==> src/rtl/cpu_mem_responder.sv <==
// cpu_mem_responder
//   Arbitrates two CPU ports (A: instruction reads, B: data reads/writes)
//   onto a single backing-memory port. One transaction is in flight at a
//   time. Ties are broken round-robin.
//
//   Ports:
//     clk, rst_n                 clock, async active-low reset
//     read_a, address_a          port A request (held until resp_a)
//     resp_a, rdata_a            port A completion pulse / read word
//     read_b, write, wmask,
//     address_b, wdata           port B request (held until resp_b)
//     resp_b, rdata_b            port B completion pulse / read word
//     mem_read, mem_write,
//     mem_address, mem_wdata,
//     mem_wmask                  backing-memory request (held until mem_resp)
//     mem_resp, mem_rdata        backing-memory completion / read word
module cpu_mem_responder #(
  parameter bit FIRST_GRANT = 1'b0  // 0: port A wins the first tie, 1: port B
) (
  input  logic        clk,
  input  logic        rst_n,
  input  logic        read_a,
  input  logic [31:0] address_a,
  output logic        resp_a,
  output logic [31:0] rdata_a,
  input  logic        read_b,
  input  logic        write,
  input  logic [3:0]  wmask,
  input  logic [31:0] address_b,
  input  logic [31:0] wdata,
  output logic        resp_b,
  output logic [31:0] rdata_b,
  output logic        mem_read,
  output logic        mem_write,
  output logic [31:0] mem_address,
  output logic [31:0] mem_wdata,
  output logic [3:0]  mem_wmask,
  input  logic        mem_resp,
  input  logic [31:0] mem_rdata
);

  typedef enum logic [2:0] {IDLE, MEM_A, MEM_B, DONE_A, DONE_B} state_t;

  state_t      state_q, state_d;
  logic        last_b_q, last_b_d;   // 1: port B received the most recent grant
  logic        pend_a, pend_b, grant_b;
  logic        resp_a_d, resp_b_d, mem_read_d, mem_write_d;
  logic [31:0] rdata_a_d, rdata_b_d, addr_d, wdata_d;
  logic [3:0]  wmask_d;

  // Memory is word addressed; the byte-offset bits are dropped on purpose.
  logic unused_addr_lsbs;
  assign unused_addr_lsbs = &{1'b0, address_a[1:0], address_b[1:0]};

  assign pend_a  = read_a;
  assign pend_b  = read_b | write;
  // B wins when alone, or on a tie when A was granted last.
  assign grant_b = pend_b & (~pend_a | ~last_b_q);

  always_comb begin
    state_d     = state_q;
    last_b_d    = last_b_q;
    resp_a_d    = 1'b0;
    resp_b_d    = 1'b0;
    rdata_a_d   = rdata_a;
    rdata_b_d   = rdata_b;
    mem_read_d  = mem_read;
    mem_write_d = mem_write;
    addr_d      = mem_address;
    wdata_d     = mem_wdata;
    wmask_d     = mem_wmask;
    case (state_q)
      IDLE: begin
        if (pend_a | pend_b) begin
          // The mem_* registers double as the latched request, so a port
          // changing its inputs mid-transaction cannot disturb the access.
          last_b_d    = grant_b;
          state_d     = grant_b ? MEM_B : MEM_A;
          addr_d      = grant_b ? {address_b[31:2], 2'b00} : {address_a[31:2], 2'b00};
          wdata_d     = grant_b ? wdata : 32'h0;
          wmask_d     = grant_b ? wmask : 4'h0;
          // write takes precedence over a simultaneous read_b
          mem_write_d = grant_b & write;
          mem_read_d  = ~(grant_b & write);
        end
      end
      MEM_A: begin
        if (mem_resp) begin
          mem_read_d = 1'b0;
          resp_a_d   = 1'b1;
          rdata_a_d  = mem_rdata;
          state_d    = DONE_A;
        end
      end
      MEM_B: begin
        if (mem_resp) begin
          mem_read_d  = 1'b0;
          mem_write_d = 1'b0;
          resp_b_d    = 1'b1;
          rdata_b_d   = mem_write ? 32'h0 : mem_rdata;
          state_d     = DONE_B;
        end
      end
      // One dead cycle after completion: a still-held request is only
      // sampled again once back in IDLE.
      DONE_A, DONE_B: state_d = IDLE;
      default:        state_d = IDLE;
    endcase
  end

  always_ff @(posedge clk or negedge rst_n) begin
    if (!rst_n) begin
      state_q     <= IDLE;
      last_b_q    <= ~FIRST_GRANT;
      resp_a      <= 1'b0;
      resp_b      <= 1'b0;
      rdata_a     <= 32'h0;
      rdata_b     <= 32'h0;
      mem_read    <= 1'b0;
      mem_write   <= 1'b0;
      mem_address <= 32'h0;
      mem_wdata   <= 32'h0;
      mem_wmask   <= 4'h0;
    end else begin
      state_q     <= state_d;
      last_b_q    <= last_b_d;
      resp_a      <= resp_a_d;
      resp_b      <= resp_b_d;
      rdata_a     <= rdata_a_d;
      rdata_b     <= rdata_b_d;
      mem_read    <= mem_read_d;
      mem_write   <= mem_write_d;
      mem_address <= addr_d;
      mem_wdata   <= wdata_d;
      mem_wmask   <= wmask_d;
    end
  end

endmodule

==> config.mk <==
export PLATFORM = sky130hd
export DESIGN_NAME = cpu_mem_responder
export DESIGN_NICKNAME = d
export VERILOG_FILES = /design/src/rtl/cpu_mem_responder.sv
export SDC_FILE = /design/constraint.sdc
export NUM_CORES = 1
export LEC_CHECK = 0
export ABC_AREA = 1
export CAP_MARGIN = 15
export CORE_ASPECT_RATIO = 1.75
export CORE_MARGIN = 2
export CORE_UTILIZATION = 37
export DETAILED_ROUTE_END_ITERATION = 12
export PLACE_DENSITY = 0.76
export SYNTH_ARGS = -nofsm -noshare
export SYNTH_HDL_FRONTEND = slang
export SYNTH_SLANG_ARGS = --single-unit
==> constraint.sdc <==
create_clock -name clk -period 1.2 [get_ports clk]
set_input_delay 0.24 -clock clk [delete_from_list [all_inputs] [get_ports clk]]
set_output_delay 0.24 -clock clk [all_outputs]
set_load 0.05 [all_outputs]
==> summary.txt <==
Timing
  • Final worst path period need: 1598 ps
  • Number of hold-slack violations in the final timing report: 0
  • Setup-failing EPs final: 269
  • Final worst clock skew: 17.89 ps
  • Setup repair after global routing missed its margin: true
  • Share of the clock period used by the worst path: 133.2%
  • Timing-limited maximum frequency: approximately 0.63 GHz
  • Slew at the pin closest to its max-slew limit: roughly 550 ps
  • Worst Slack Setup Final: -398.1 ps
  • Relative max-transition margin: about 63%
  • Number of max-slew violations in the final report: 0

Cells and area
  • Area of the multi-input gates: 2527 um2
  • Proportion of layout cells with a drive suffix above 1: roughly 40%
  • Area of all sequential standard cells: 3467 um2
  • Utilization of the core after routing: 82.27%
  • Net count of the finished layout: ~1200
  • Fill cell total of the finished layout: roughly 810
  • Fin cells: 1264
  • P&R area growth vs syn: 116.7%

Detailed routing
  • 1st-iter DRT viols: slightly below 300
  • Post-detailed-route wirelength per cell: 23.61 um
  • Detailed-routing iteration count for the pre-antenna-repair pass: 5
  • Post-route ant nets: 0
  • DR vias/cell: between 5 and 6
  • WL final: 29840 um
  • Total number of vias: 6780
  • DRC violations left: 0

GRT
  • Vias in the first global route: 7065
  • Met1 GRT Util: approximately 30%
  • M3 GR Usage: under 10%
  • Pin count of the biggest net entering global routing: 37
  • Busiest metal layer after global routing: met2
  • GRT Total Usage: a little under a third
  • Antenna violations before repair: 1
  • GRT met2 Usage: a little under three fifths
  • Wire length of the first global-routing pass: 39390 um
  • Total gr overflow: 0

Outcome
  • Outcome: finished, violations left
  • Violations in the final reports: setup timing

Place
  • Number of buffers inserted by port buffering: 267
  • HPWL after detailed placement: ~15000 um
  • Final weighted congestion in routability-driven placement: slightly above 0.8
  • Placed cell count: approximately 1100

Yosys
  • Number of instances in the synthesized netlist: a little under 700
  • Synth top area cells: sky130_fd_sc_hd__dfrtp_1, sky130_fd_sc_hd__nand2_1, sky130_fd_sc_hd__nand3_1, sky130_fd_sc_hd__o211ai_1, sky130_fd_sc_hd__o21ai_0
  • Cell type with the largest total area after synthesis: sky130_fd_sc_hd__dfrtp_1
  • Portion of synthesized cell area occupied by the leading cell type: around 58%
  • Per-instance average area after synthesis: about 8.7 um2
  • Total standard cell area after synthesis: 5871 um2
  • Portion of the post-synthesis area used by sequential elements: 58.84%
  • Synth unique cells: 19
  • Number of warnings issued by yosys: 0
  • Flop and latch count out of synthesis: 138

Setup path
  • Capture instance of the worst register-to-register path: mem_address[29]
  • Crit path required time: ~1500 ps
  • Largest driver fanout on the critical path: 8
  • Reg-to-reg startpoint: last_b_q
  • Worst R2R Path Depth: 8
  • Critical setup path kind: reg -> reg
  • Worst path arrival time: approximately 1900 ps
  • Startpoint types: flip-flop
  • FF-to-FF setup slack: -400 ps
  • Kind of end point of the critical path: flip-flop

Power and ir drop
  • Relative contribution of sequential cells to total power: around a fifth
  • Switching part of the total power: a little under half
  • Max rail drop VDD: between 0.0015 and 0.002 V
  • Overall power consumption: about 43000 uW
  • Power share of the combinational group: between 60% and 70%
  • Lkg Pwr: 0.006264 uW
  • Internal Power: about 24000 uW
  • Clock share of power: about an eighth
  • Power density over the cells: ~3400 nW/um2
  • Switching Power: just under 20000 uW

CTS
  • Sink Count: approximately 140
  • Clock-pin slew of the registers on the worst-case setup and hold paths: about 70 ps
  • Clock root cell: sky130_fd_sc_hd__clkbuf_16
  • Number of buffers inserted during clock tree synthesis: 17
  • Clock insertion delay at the later pin of the skew report: 410 ps
  • Buffers from clock root to sink, at most: 2
  • TritonCTS clock tree: yes
  • Total number of H-tree levels: 4

Floorplanning
  • Number of top-level pins: approximately 270
  • Starting utilization of the core area: a little under two fifths
  • Full die area: 16930 um2
  • Standard-cell rows: 60
  • Horizontal extent of the die: about 100 um
  • DIE HEIGHT: ~170 um
  • Placeable core region: approximately 15000 um2

Flow run
  • Count of max-cap constraint violations: 0

Hold path
  • Kind of path behind the tightest hold check: in -> async
-- layer usage --
layer | share of wire (%) | wire [um]
met4 | 7.7 | 2300
met1 | 32 | 9409
met3 | 6.8 | 2023
met5 | 0 | 0
met2 | 54 | 16110
-- stage by stage --
step,setup WS [ps],TNS (ps),hold slack [ps],instance area [um2]
after floorplan,-29.54,-1007,-55.59,5884
after global placement,-662.4,-50180,144.5,10280
after detailed placement,-728.2,-55640,151.3,10280
after CTS,-193.3,-22730,279.9,12230
after global routing,-400.4,-38840,291.5,12720
final,-398.1,-27920,282.7,12720
-- synthesized netlist by cell type, drive strengths merged --
library cell / n
buf: 34
clkbuf: 9
conb: 1
dfrtp: 137
dfstp: 1
inv: 39
nand2: 301
nand3: 71
nor2: 14
o211ai: 30
o21ai: 38
o21bai: 1
-- flip-flops by register name, indices dropped and copies added (netlist names) --
signal	cells
rdata_b	32
resp_a	1
mem_wmask	4
mem_wdata	32
rdata_a	32
last_b_q	1
mem_address	30
mem_read	1
resp_b	1
mem_write	1
state_q	3
-- power groups by stage --
stage	clock, uW	sequential, uW	combinational [uW]
6_report	5460	9280	28500
5_1_grt	5740	9440	29400
3_3_place_gp	0	8950	21600
2_1_floorplan	0	14800	4230
4_1_cts	5440	9010	26400
3_5_place_dp	0	9060	21900
-- timing repair --
| item | 4_1_cts | 5_1_grt |
|---|---|---|
| endpoints found under the hold margin | 27 | 0 |
| resized for setup | 115 | 105 |
| cloned | 20 | 1 |
| hold buffers | 1 | 0 |
| setup endpoints to repair | 269 | 270 |
| setup buffers | 65 | 27 |
| pin swaps | 33 | 28 |
-- cells by family after synthesis --
| logic type | Yosys count | share of synthesized area, % |
|---|---|---|
| other cells | 1 | 0.06388 |
| compound gates | 69 | 7.268 |
| simple gates | 386 | 26.79 |
| flops | 138 | 58.84 |
| buf+inv | 82 | 7.033 |
-- how the worst max path moves through the flow --
stage | from | to | slack, ps | cells past startpoint
after CTS | last_b_q | mem_address[7] | -190 | 7
after detailed placement | write | state_q[1] | -730 | 5
after floorplan | last_b_q | mem_address[22] | -30 | 6
after global placement | read_a | state_q[1] | -660 | 6
after global routing | last_b_q | mem_address[29] | -400 | 8
final | last_b_q | mem_address[29] | -400 | 8
-- critical path: stages (launching register included) --
cell	delay, ps
sky130_fd_sc_hd__dfstp_2	550
sky130_fd_sc_hd__nand2_2	80
sky130_fd_sc_hd__buf_6	150
sky130_fd_sc_hd__nand2_8	90
sky130_fd_sc_hd__buf_6	140
sky130_fd_sc_hd__buf_12	140
sky130_fd_sc_hd__nand2_2	80
sky130_fd_sc_hd__o211ai_1	130
sky130_fd_sc_hd__nand2_1	100
-- placed cells by master, fill, tap and decap left out, drive strengths merged --
cell type,n
dfrtp,137
o211ai,30
clkinv,8
dlygate4sd2,1
dlygate4sd3,1
buf,271
dfstp,1
o21ai,38
clkbuf,19
clkdlybuf4s50,130
bufinv,3
dlymetal6s2s,1
clkinvlp,1
nor2,15
inv,41
nand2,301
conb,2
o21bai,1
diode,2
bufbuf,4
nand3,71
-- area by class of cell --
cell class,count,area share (%)
timing repair buffer,409,45.10
inverter,39,1.210
clock inverter,14,1.337
sequential,138,27.25
tap,186,1.829
antenna,2,0.03934
multi-input combinational,458,19.86
clock buffer,18,3.373
Note: power is estimated with default switching activity, not from simulation.
